### config.mk
export PLATFORM = sky130hd
export DESIGN_NAME = div_seq_ctrl
export DESIGN_NICKNAME = d
export VERILOG_FILES = /design/src/rtl/div_seq_ctrl.sv
export SDC_FILE = /design/constraint.sdc
export NUM_CORES = 1
export LEC_CHECK = 0
export ABC_AREA = 1
export BUFFER_PORTS_ARGS = -buffer_cell sky130_fd_sc_hd__buf_4
export CORE_ASPECT_RATIO = 0.75
export CORE_MARGIN = 4
export CORE_UTILIZATION = 41
export DETAILED_ROUTE_END_ITERATION = 7
export PLACE_DENSITY = 0.8
export SETUP_SLACK_MARGIN = 0.1
export SLEW_MARGIN = 20
export SYNTH_ARGS = -nofsm -noshare
export SYNTH_HDL_FRONTEND = slang
export SYNTH_SLANG_ARGS = --single-unit
export TNS_END_PERCENT = 5
### constraint.sdc
create_clock -name clk -period 2.9 [get_ports clk]
set_clock_uncertainty 0.05 [all_clocks]
set_input_delay 0.29 -clock clk [delete_from_list [all_inputs] [get_ports clk]]
set_output_delay 0.29 -clock clk [all_outputs]
set_load 0.01 [all_outputs]
### src/rtl/div_seq_ctrl.sv
// div_seq_ctrl: sequencer between the execute stage and the shared
// signed/unsigned AXI-Stream divider pair used by DIV/DIVU.
// It latches the operands, drives both operand handshakes, waits for the
// quotient/remainder, and writes HI/LO. A flush squashes the op in flight.
// Stale divider results are drained so they never reach HI/LO.
module div_seq_ctrl #(
  parameter int DATA_W      = 32,
  parameter int TIMEOUT_CYC = 63
) (
  input  logic                clk,
  input  logic                reset,
  input  logic                op_valid,
  input  logic                op_signed,
  input  logic [DATA_W-1:0]   op_dividend,
  input  logic [DATA_W-1:0]   op_divisor,
  input  logic                pipe_allowin,
  input  logic                flush,
  output logic                op_ready_go,
  output logic                busy,
  output logic                s_dividend_tvalid,
  input  logic                s_dividend_tready,
  output logic                s_divisor_tvalid,
  input  logic                s_divisor_tready,
  output logic                s_sel_signed,
  output logic [DATA_W-1:0]   s_dividend_tdata,
  output logic [DATA_W-1:0]   s_divisor_tdata,
  input  logic                m_dout_tvalid,
  input  logic [2*DATA_W-1:0] m_dout_tdata,
  output logic                hilo_we,
  output logic [DATA_W-1:0]   lo_wdata,
  output logic [DATA_W-1:0]   hi_wdata,
  output logic                err_timeout
);

  localparam int                CNT_W    = $clog2(TIMEOUT_CYC + 1);
  // Last counter value before the abort fires, giving TIMEOUT_CYC cycles in WAIT/DRAIN.
  localparam logic [CNT_W-1:0] CNT_LAST = CNT_W'(TIMEOUT_CYC - 1);

  typedef enum logic [2:0] {
    S_IDLE,
    S_SEND,
    S_WAIT,
    S_DONE,
    S_DRAIN
  } state_e;

  state_e            state_q, state_d;
  logic              dvd_sent_q, dvd_sent_d;
  logic              dvs_sent_q, dvs_sent_d;
  logic              killed_q, killed_d;
  logic [CNT_W-1:0]  cnt_q, cnt_d;
  logic [DATA_W-1:0] dividend_q, dividend_d;
  logic [DATA_W-1:0] divisor_q, divisor_d;
  logic              signed_q, signed_d;
  logic              err_q, err_d;

  logic dvd_hs, dvs_hs, dvd_done, dvs_done, tmo_hit;

  assign s_dividend_tvalid = (state_q == S_SEND) && !dvd_sent_q;
  assign s_divisor_tvalid  = (state_q == S_SEND) && !dvs_sent_q;
  assign dvd_hs            = s_dividend_tvalid && s_dividend_tready;
  assign dvs_hs            = s_divisor_tvalid && s_divisor_tready;
  // A channel counts as done if it was sent earlier or handshakes this cycle.
  assign dvd_done          = dvd_sent_q || dvd_hs;
  assign dvs_done          = dvs_sent_q || dvs_hs;
  assign tmo_hit           = (cnt_q == CNT_LAST);

  assign op_ready_go      = (state_q == S_DONE);
  assign busy             = (state_q != S_IDLE);
  assign s_sel_signed     = signed_q;
  assign s_dividend_tdata = dividend_q;
  assign s_divisor_tdata  = divisor_q;
  assign err_timeout      = err_q;
  assign lo_wdata         = hilo_we ? m_dout_tdata[2*DATA_W-1:DATA_W] : '0;
  assign hi_wdata         = hilo_we ? m_dout_tdata[DATA_W-1:0] : '0;

  // Next-state, handshake bookkeeping, timeout, and the HI/LO write strobe.
  always_comb begin
    // NOTE: every variable gets a default before the case so no path infers a latch.
    state_d    = state_q;
    dvd_sent_d = dvd_sent_q;
    dvs_sent_d = dvs_sent_q;
    killed_d   = killed_q;
    cnt_d      = cnt_q;
    dividend_d = dividend_q;
    divisor_d  = divisor_q;
    signed_d   = signed_q;
    err_d      = err_q;
    hilo_we    = 1'b0;

    unique case (state_q)
      S_IDLE: begin
        if (op_valid && !flush) begin
          state_d    = S_SEND;
          dividend_d = op_dividend;
          divisor_d  = op_divisor;
          signed_d   = op_signed;
          dvd_sent_d = 1'b0;
          dvs_sent_d = 1'b0;
          killed_d   = 1'b0;
        end
      end

      S_SEND: begin
        dvd_sent_d = dvd_done;
        dvs_sent_d = dvs_done;
        if (dvd_done && dvs_done) begin
          // The divider owns both operands and will answer, so a killed op must drain.
          state_d = (killed_q || flush) ? S_DRAIN : S_WAIT;
          cnt_d   = '0;
        end else if (flush) begin
          // Nothing reached the divider yet, so it can be abandoned outright.
          if (!dvd_done && !dvs_done) state_d  = S_IDLE;
          else                        killed_d = 1'b1;
        end
      end

      S_WAIT: begin
        if (m_dout_tvalid && !flush) begin
          hilo_we = 1'b1;
          state_d = S_DONE;
        end else if (flush) begin
          // A result arriving with the flush is already consumed; no drain needed.
          state_d = m_dout_tvalid ? S_IDLE : S_DRAIN;
          cnt_d   = '0;
        end else if (tmo_hit) begin
          state_d = S_IDLE;
          err_d   = 1'b1;
        end else begin
          cnt_d = cnt_q + CNT_W'(1);
        end
      end

      S_DRAIN: begin
        if (m_dout_tvalid) begin
          state_d = S_IDLE;
        end else if (tmo_hit) begin
          state_d = S_IDLE;
          err_d   = 1'b1;
        end else begin
          cnt_d = cnt_q + CNT_W'(1);
        end
      end

      S_DONE: begin
        if (pipe_allowin || flush) state_d = S_IDLE;
      end

      default: state_d = S_IDLE;
    endcase
  end

  // State and operand registers; the divider IP shares this reset.
  always_ff @(posedge clk or posedge reset) begin
    // NOTE: operand holding registers are reset too, so the tdata outputs read 0 out of reset.
    if (reset) begin
      state_q    <= S_IDLE;
      dvd_sent_q <= 1'b0;
      dvs_sent_q <= 1'b0;
      killed_q   <= 1'b0;
      cnt_q      <= '0;
      dividend_q <= '0;
      divisor_q  <= '0;
      signed_q   <= 1'b0;
      err_q      <= 1'b0;
    end else begin
      // NOTE: non-blocking assignments so every register samples pre-edge values.
      state_q    <= state_d;
      dvd_sent_q <= dvd_sent_d;
      dvs_sent_q <= dvs_sent_d;
      killed_q   <= killed_d;
      cnt_q      <= cnt_d;
      dividend_q <= dividend_d;
      divisor_q  <= divisor_d;
      signed_q   <= signed_d;
      err_q      <= err_d;
    end
  end

endmodule

==> results.rst, run 1 <==
.. list-table::
   :header-rows: 1

   * - Metric
     - Value
   * - CP Capture Point
     - hi_wdata[12]
   * - Logic pwr share
     - 0.433
   * - Final-stage net count
     - 803
   * - Utilization after layout
     - 0.691
   * - HPWL Detailed
     - 11100 µm
   * - Clock-pin slew on the worst setup and hold paths
     - 70 ps
   * - # rows
     - 30
   * - Critical Setup Path Class
     - register to output pin
   * - Mapped Nets
     - 531
   * - Data arrival time at the worst-slack endpoint
     - 2070 ps
   * - Quantity of I/O buffers inserted on ports
     - 271
   * - Warnings from Yosys
     - 0
   * - Placed standard-cell area
     - 5970 µm²
   * - Number of vias in the routed layout
     - 3661
   * - Number of hold-repair buffers added at the cts stage
     - 0
   * - Global-route wire length before repair
     - 20700 µm
   * - Finish-stage setup viols
     - 0
   * - Final worst path period share
     - 0.833
   * - Netlist area before placement
     - 3820 µm²
   * - Switching power as a share of total power
     - 0.334
   * - Area of the die
     - 10900 µm²
   * - Critical path fanouts, max
     - 64
   * - Headroom to the max-slew limit
     - 0.338
   * - Final-layout worst hold slack
     - -1.21 ps
   * - Area occupied by multi-input gates
     - 1460 µm²
   * - Final Slew Violations
     - 0
   * - Resized cells post-CTS
     - 0
   * - Horizontal die dimension
     - 119 µm
   * - Power share of the clock group
     - 0.213
   * - Reg2reg path depth
     - 3
   * - Required @ worst endpoint
     - 2560 ps
   * - Height of the die
     - 91.6 µm
   * - TritonCTS sink count
     - 78
   * - Post-synthesis average cell area
     - 9.75 µm²
   * - Longest Clk Path Bufs
     - 2
   * - Effective utilization at floorplan
     - 0.421
   * - Number of buffers created by CTS
     - 9
   * - Power per unit of standard cell area
     - 850 nW/µm²
   * - Hold violation total from the final report
     - 2
   * - Relative contribution of sequential cells to total power
     - 0.354
   * - Startpoint of the worst setup timing path
     - state_q[0]$_DFFE_PP0P_
   * - Gr usage total
     - 0.246
   * - Fin Setup TNS
     - 0 ps
   * - P_sw
     - 1.78 mW
   * - Drt total wl
     - 13700 µm
   * - Largest net degree at the start of global routing
     - 79
   * - Library cell used as clock root buffer
     - sky130_fd_sc_hd__clkbuf_16
   * - # fillers
     - 715
   * - Number of storage elements in the synthesis netlist
     - 78
   * - Total power draw
     - 5.33 mW
   * - Layout cells sized above 1
     - 0.541
   * - H-tree depth
     - 3
   * - Setup repair after global routing missed its margin
     - no
   * - First-iteration detailed-routing DRC count
     - 125
   * - Clock tree from TritonCTS
     - built
   * - Count of unresolved DRC violations after routing
     - 0
   * - Setup repair bufs after CTS
     - 0
   * - Cell-internal power
     - 3.55 mW
   * - Setup slack on the worst flop-to-flop path
     - 720 ps
   * - Shortest period the worst path allows
     - 2410 ps
   * - Startpoint class of the critical path
     - register
   * - VDD IR max
     - 0.635 mV
   * - Post-layout instance area
     - 6270 µm²
   * - Post-route antenna net violation count
     - 0
   * - Fmax
     - 414 MHz
   * - Startpoint of the lowest-slack register-to-register path
     - state_q[1]$_DFFE_PP0P_
   * - Crit end category
     - output pin
   * - Worst Tran Pin Value
     - 992 ps
   * - Total iterations of the first detailed-routing run
     - 4
   * - Reg-to-Reg End
     - s_divisor_tdata[6]$_DFFE_PP0P_
   * - Post-Synthesis Cells
     - 392
   * - Number of global-route vias before repair
     - 3787
   * - Area growth syn-to-layout
     - 64.2%
   * - Number of distinct standard cells referenced by the synthesized netlist
     - 26
   * - IO Pins
     - 272
   * - Sum of overflow across all layers after global routing
     - 0
   * - Core area
     - 9080 µm²
   * - Via count normalized by instance count
     - 4.59
   * - Kind of path behind the tightest hold check
     - input port to async pin
   * - Routed wirelength normalized by instance count
     - 17.2 µm
   * - Outcome
     - finished, violations left
   * - Worst-skew pair later-pin latency
     - 330 ps
   * - Fraction of the yosys area taken by sequential cells
     - 0.511
   * - Leak
     - 3.56 nW
   * - Maximum capacitance violations
     - 0
   * - Combined flip-flop and latch cell area
     - 1950 µm²
   * - Failing checks
     - negative hold slack
   * - GP Congestion
     - 0.884
   * - Antenna violations before repair
     - 1
==> critical path: stages, from the launching register on <==
cell	delay, ps
sky130_fd_sc_hd__dfrtp_1	460
sky130_fd_sc_hd__inv_2	140
sky130_fd_sc_hd__nand3_2	160
sky130_fd_sc_hd__nor3_4	250
sky130_fd_sc_hd__inv_2	40
sky130_fd_sc_hd__buf_4	300
sky130_fd_sc_hd__nor2_1	220
sky130_fd_sc_hd__buf_4	150
==> sequential cells by signal, summed over array words and instances, names as in the netlist <==
signal,flops
dvs_sent_q,1
s_dividend_tdata,32
err_timeout,1
killed_q,1
dvd_sent_q,1
s_sel_signed,1
s_divisor_tdata,32
state_q,3
cnt_q,6
==> cell usage after synthesis <==
cell type	count	area, µm²
sky130_fd_sc_hd__buf_6	3	33.8
sky130_fd_sc_hd__nor2_1	72	270
sky130_fd_sc_hd__o211ai_1	1	7.51
sky130_fd_sc_hd__nand4_1	1	6.26
sky130_fd_sc_hd__nor3_2	1	10.0
sky130_fd_sc_hd__nand3_1	10	50.1
sky130_fd_sc_hd__o21ai_2	1	8.76
sky130_fd_sc_hd__buf_2	10	50.1
sky130_fd_sc_hd__ha_1	2	25.0
sky130_fd_sc_hd__a21oi_1	4	20.0
sky130_fd_sc_hd__mux2_4	10	150
sky130_fd_sc_hd__mux2_2	48	541
sky130_fd_sc_hd__o22ai_1	2	12.5
sky130_fd_sc_hd__nor3_4	1	16.3
sky130_fd_sc_hd__inv_1	85	319
sky130_fd_sc_hd__o21ai_0	9	45.0
sky130_fd_sc_hd__dfrtp_1	78	1950
sky130_fd_sc_hd__a31oi_1	1	6.26
sky130_fd_sc_hd__nand3_2	3	30.0
sky130_fd_sc_hd__xor2_1	2	17.5
sky130_fd_sc_hd__a31o_2	1	8.76
sky130_fd_sc_hd__inv_2	4	15.0
sky130_fd_sc_hd__nor2_2	2	12.5
sky130_fd_sc_hd__mux2_1	7	78.8
sky130_fd_sc_hd__nor2_4	1	11.3
sky130_fd_sc_hd__nand2_1	33	124
==> placed cells by master (no fill, tap or decap), types with 9 or more instances in the layout <==
| cell type | n |
|---|---|
| sky130_fd_sc_hd__nor2_1 | 72 |
| sky130_fd_sc_hd__mux2_2 | 48 |
| sky130_fd_sc_hd__inv_1 | 84 |
| sky130_fd_sc_hd__buf_4 | 273 |
| sky130_fd_sc_hd__clkbuf_16 | 9 |
| sky130_fd_sc_hd__dfrtp_1 | 78 |
| sky130_fd_sc_hd__nand2_1 | 33 |
| sky130_fd_sc_hd__mux2_4 | 10 |
| sky130_fd_sc_hd__o21ai_0 | 9 |
| sky130_fd_sc_hd__nand3_1 | 10 |
==> stage by stage <==
stage	setup slack, ps	cells	hold WS, ps
after global routing	342	798	26.9
after CTS	492	797	19.3
after detailed placement	679	781	380
after global placement	740	781	370
final	486	798	-1.21
after floorplan	565	392	341
==> worst min-delay path by stage <==
stage / start / to / slack [ps] / cells after the start
final: reset / s_dividend_tdata[6]$_DFFE_PP0P_ / -1 / 3
after global routing: reset / s_dividend_tdata[6]$_DFFE_PP0P_ / 30 / 3
after CTS: reset / s_dividend_tdata[6]$_DFFE_PP0P_ / 20 / 3
after detailed placement: reset / s_dividend_tdata[6]$_DFFE_PP0P_ / 380 / 3
after global placement: reset / dvd_sent_q$_DFFE_PP0P_ / 370 / 3
after floorplan: m_dout_tvalid / state_q[2]$_DFFE_PP0P_ / 340 / 1
==> layout make-up <==
class                   count  share of cell area
diodes                      1            0.000399
clock buffers              10              0.0365
clock inverters             6              0.0110
inverters                  89              0.0532
multi-input cells         212               0.233
flip-flops and latches     78               0.311
well taps                 128              0.0255
repair buffers            274               0.330
==> metal layers <==
layer,track usage,share of wire,wire length (µm)
met1,0.276,0.36,4930
met2,0.440,0.53,7190
met3,0.0984,0.10,1370
met4,0.0543,0.014,195
met5,0,0,0
==> logic make-up after synthesis <==
logic type / count (synthesis) / share of synthesized area
and+or+nand+nor: 124 / 0.139
buffers and inverters: 102 / 0.109
DFF: 78 / 0.511
muxes: 65 / 0.201
AOI/OAI and AO/OA: 19 / 0.0285
xor gates and xnor gates: 2 / 0.00458
adders and majority gates: 2 / 0.00655
==> power groups by stage <==
stage               sequential (mW)  clock, mW  combinational (mW)
finish                         1.89       1.14                2.31
detailed placement             1.89          0                2.33
global placement               1.86          0                2.25
floorplan                      2.08          0               0.933
global route                   1.95       1.22                2.49
CTS                            1.89       1.16                2.34
Power figures use the tool's default switching activity.
==> inputs of run 2 (changes only) <==
- ABC_AREA: 1 -> 0
- PLACE_DENSITY: 0.8 -> 0.81
- clock period: 2.9 -> 2.4 ns (I/O delays scaled with it)
==> run 2 against run 1 <==
- the run now ends clean
- non-clock buffer count increased by 7
- synthesized cell count down 23%
- clock power is 19% higher
- sequential power up 22%
- cell count fell by 13%
- routed wire length shrank 4.5%
- critical path type unchanged
==> results.rst, run 2 <==
.. list-table::
   :header-rows: 1

   * - Metric
     - Value
   * - Clock tree from TritonCTS
     - built (unchanged)
   * - Count of unresolved DRC violations after routing
     - 0 (unchanged)
   * - Adder-Cell Fraction of Synth Area
     - 0.00667 (was 0.00655)
   * - HPWL Detailed
     - 10600 µm (was 11100 µm)
   * - Mapped Nets
     - 441 (was 531)
   * - Worst Path Buf+Inv
     - 3 (was 4)
   * - Simple-gate area share of the yosys netlist
     - 0.175 (was 0.139)
   * - Data arrival time at the worst-slack endpoint
     - 1970 ps (was 2070 ps)
   * - Post-synthesis average cell area
     - 12.4 µm² (was 9.75 µm²)
   * - Netlist area before placement
     - 3750 µm² (was 3820 µm²)
   * - Final-stage net count
     - 716 (was 803)
   * - Clock-pin slew on the worst setup and hold paths
     - 60 ps (was 70 ps)
   * - Final worst path period share
     - 0.943
   * - Outcome
     - complete, no violations (was finished, violations left)
   * - Cell with the largest stage delay on the worst path
     - sky130_fd_sc_hd__or3b_4 (was sky130_fd_sc_hd__dfrtp_1)
   * - Most common cell after layout, fill and taps aside
     - sky130_fd_sc_hd__buf_4 (unchanged)
   * - Post-route antenna net violation count
     - 0 (unchanged)
   * - Crit end category
     - output pin (unchanged)
   * - Post-synthesis mux area share
     - 0.198 (was 0.201)
   * - Post-layout instance area
     - 6220 µm² (was 6270 µm²)
   * - Height of the die
     - 90.8 µm (was 91.6 µm)
   * - Warnings from Yosys
     - 0 (unchanged)
   * - Quantity of I/O buffers inserted on ports
     - 271 (unchanged)
   * - Synth Area in Compound Gates
     - 0.0527 (was 0.0285)
   * - Sum of overflow across all layers after global routing
     - 0 (unchanged)
   * - Hold violation total from the final report
     - 0 (was 2)
   * - Area share of xor/xnor cells in the synthesized design
     - 0.00233 (was 0.00458)
   * - Startpoint class of the critical path
     - register (unchanged)
   * - # rows
     - 29 (was 30)
   * - Headroom to the max-slew limit
     - 0.553 (was 0.338)
   * - Total iterations of the first detailed-routing run
     - 4 (unchanged)
   * - Number of vias in the routed layout
     - 3418 (was 3661)
   * - First-iteration detailed-routing DRC count
     - 87 (was 125)
   * - Utilization after layout
     - 0.717 (was 0.691)
   * - Most frequent cell after synthesis
     - sky130_fd_sc_hd__dfrtp_1 (was sky130_fd_sc_hd__inv_1)
   * - Shortest period the worst path allows
     - 2260 ps
   * - Number of storage elements in the synthesis netlist
     - 78 (unchanged)
   * - Critical path fanouts, max
     - 33 (was 64)
   * - Number of buffers created by CTS
     - 9 (unchanged)
   * - Fmax
     - 442 MHz
   * - IO Pins
     - 272 (unchanged)
   * - Setup repair after global routing missed its margin
     - yes (was no)
   * - Worst-skew pair later-pin latency
     - 330 ps (about the same)
   * - Worst Tran Pin Value
     - 669 ps (was 992 ps)
   * - GP Congestion
     - 0.933 (was 0.884)
   * - Post-Synthesis Cells
     - 302 (was 392)
   * - Number of flops mapped to enable cells by yosys
     - 0 (unchanged)
   * - Main combinational cell family by area after synthesis
     - multiplexers (unchanged)
   * - Commonest cells in the synthesized netlist
     - 78 x sky130_fd_sc_hd__dfrtp_1, 66 x sky130_fd_sc_hd__and2_1, 60 x sky130_fd_sc_hd__mux2_2 (was 85 x sky130_fd_sc_hd__inv_1, 78 x sky130_fd_sc_hd__dfrtp_1, 72 x sky130_fd_sc_hd__nor2_1)
   * - Global-route wire length before repair
     - 20700 µm (about the same)
   * - Fraction of the yosys area taken by sequential cells
     - 0.520 (was 0.511)
   * - Final Slew Violations
     - 0 (unchanged)
   * - Required @ worst endpoint
     - 2110 ps (was 2560 ps)
   * - Area growth syn-to-layout
     - 65.8% (was 64.2%)
   * - Antenna violations before repair
     - 1 (unchanged)
   * - Core area
     - 8670 µm² (was 9080 µm²)
   * - Async SR Flop Fraction
     - 1.00 (unchanged)
   * - CP delay by family, top
     - simple AND/OR/NAND/NOR gates (was buffers and inverters)
   * - Placed standard-cell area
     - 5840 µm² (was 5970 µm²)
   * - Longest Clk Path Bufs
     - 2 (unchanged)
   * - Cell accounting for the most synthesized area
     - sky130_fd_sc_hd__dfrtp_1 (unchanged)
   * - Fin Setup TNS
     - 0 ps (unchanged)
   * - Longest individual stage delay on the worst path
     - 420 ps (was 460 ps)
   * - Number of distinct standard cells referenced by the synthesized netlist
     - 36 (was 26)
   * - Layout cells sized above 1
     - 0.627 (was 0.541)
   * - TritonCTS sink count
     - 78 (unchanged)
   * - Commonest cells after routing, fill and taps aside
     - 276 x sky130_fd_sc_hd__buf_4, 76 x sky130_fd_sc_hd__dfrtp_1, 65 x sky130_fd_sc_hd__and2_1 (was 273 x sky130_fd_sc_hd__buf_4, 84 x sky130_fd_sc_hd__inv_1, 78 x sky130_fd_sc_hd__dfrtp_1)
   * - Finish-stage setup viols
     - 0 (unchanged)
   * - Number of global-route vias before repair
     - 3756 (was 3787)
   * - Library cell used as clock root buffer
     - sky130_fd_sc_hd__clkbuf_16 (unchanged)
   * - VDD IR max
     - 0.811 mV (was 0.635 mV)
   * - Effective utilization at floorplan
     - 0.433 (was 0.421)
   * - Largest net degree at the start of global routing
     - 70 (was 79)
   * - Most prevalent standard cell on the critical path
     - sky130_fd_sc_hd__buf_4
   * - Routed wirelength normalized by instance count
     - 18.9 µm (was 17.2 µm)
   * - Critical Setup Path Class
     - register to output pin (unchanged)
   * - Gr usage total
     - 0.244 (was 0.246)
   * - Post-synth top area share
     - 0.520 (was 0.511)
   * - Primary flip-flop cell chosen by synthesis mapping
     - sky130_fd_sc_hd__dfrtp_1 (unchanged)
   * - Drt total wl
     - 13100 µm (was 13700 µm)
   * - Maximum capacitance violations
     - 0 (unchanged)
   * - Ordered cell list for the critical path
     - or3b_4 -> nor3b_4 -> buf_4 -> buf_12 -> and2_1 -> buf_4 (was inv_2 -> nand3_2 -> nor3_4 -> inv_2 -> buf_4 -> nor2_1 -> buf_4)
   * - Kind of path behind the tightest hold check
     - input port to register (was input port to async pin)
   * - Most area-consuming cells after synthesis
     - sky130_fd_sc_hd__dfrtp_1 52%, sky130_fd_sc_hd__mux2_2 18%, sky130_fd_sc_hd__and2_1 11% (was sky130_fd_sc_hd__dfrtp_1 51%, sky130_fd_sc_hd__mux2_2 14%, sky130_fd_sc_hd__inv_1 8.3%)
   * - Power per unit of standard cell area
     - 1030 nW/µm² (was 850 nW/µm²)
   * - H-tree depth
     - 3 (unchanged)
   * - Setup slack on the worst flop-to-flop path
     - 400 ps (was 720 ps)
   * - Leak
     - 3.15 nW (was 3.56 nW)
   * - Area of the die
     - 10800 µm² (was 10900 µm²)
   * - Via count normalized by instance count
     - 4.95 (was 4.59)
   * - Horizontal die dimension
     - 118 µm (was 119 µm)
-- run 2: changes by cell type after synthesis, sizes merged, moves of 5 or more --
| cell | before | now |
|---|---|---|
| nor2 | 75 | 16 |
| nand2 | 33 | 3 |
| and2 | 0 | 66 |
| inv | 89 | 4 |
| and3 | 0 | 5 |
| nand3 | 13 | 5 |
| o21ai | 10 | 1 |
-- run 2: cell families after synthesis --
group,after synthesis
simple gates,107
flops,78
mux,66
compound gates,27
buf+inv,21
fa+ha+maj,2
xor+xnor,1
-- run 2: repair_timing --
item	in CTS	in global routing
endpoints found under the hold margin	30	0
setup endpoints to repair	64	64
hold buffers	1	0
buffers inserted	3	1
resized for setup	3	2
cloned	1	0
pin swaps	1	1
-- run 2: metal layers --
metal  vias up  GRT usage  part of all wire
met5         -          0                 0
met4         0     0.0598             0.017
met3        14     0.0908             0.093
met2       158      0.452              0.54
met1      1657      0.262              0.35
li1       1589          -                 -
-- run 2: power by group --
part           switching [mW]  internal [mW]
clock                   0.521          0.840
sequential              0.364           1.94
combinational            1.17           1.58
total                    2.06           4.36
-- run 2: layout make-up --
cell class | count | area [µm²]
Tap cell | 108 | 135
Antenna cell | 1 | 2.50
Clock inverter | 4 | 55.1
Timing Repair Buffer | 281 | 2170
Inverter | 4 | 15.0
Multi-Input combinational cell | 203 | 1640
Fill cell | 636 | 2450
Clock buffer | 12 | 246
Sequential cell | 78 | 1950
-- run 2: worst reg2reg max path, delay by kind of cell, from the launching register on --
family	cells	cell delay (ps)
AO/OA/AOI/OAI	1	240
flip-flops	1	600
multiplexers	1	350
AND/OR/NAND/NOR	2	640
-- run 2: worst paths after layout --
path | startpoint | endpoint | cells after the start
max in group asynchronous | reset | state_q[1]$_DFFE_PP0P_ | 4
worst min register to register | err_timeout$_DFFE_PP0P_ | err_timeout$_DFFE_PP0P_ | 2
worst min-delay path | op_dividend[5] | s_dividend_tdata[5]$_DFFE_PP0P_ | 2
worst max register to register | state_q[0]$_DFFE_PP0P_ | cnt_q[0]$_DFFE_PP0P_ | 4
min in group asynchronous | reset | s_dividend_tdata[30]$_DFFE_PP0P_ | 3
worst max-delay path | state_q[2]$_DFFE_PP0P_ | hi_wdata[12] | 6
-- run 2: metrics by stage --
step,std cells,power (mW),setup slack [ps],hold WS [ps]
finish,691,6.42,137,80.8
CTS,689,6.49,124,74.5
floorplan,302,3.66,115,287
global placement,668,4.96,388,326
detailed placement,668,5.06,356,339
global route,691,6.80,70.0,78.7
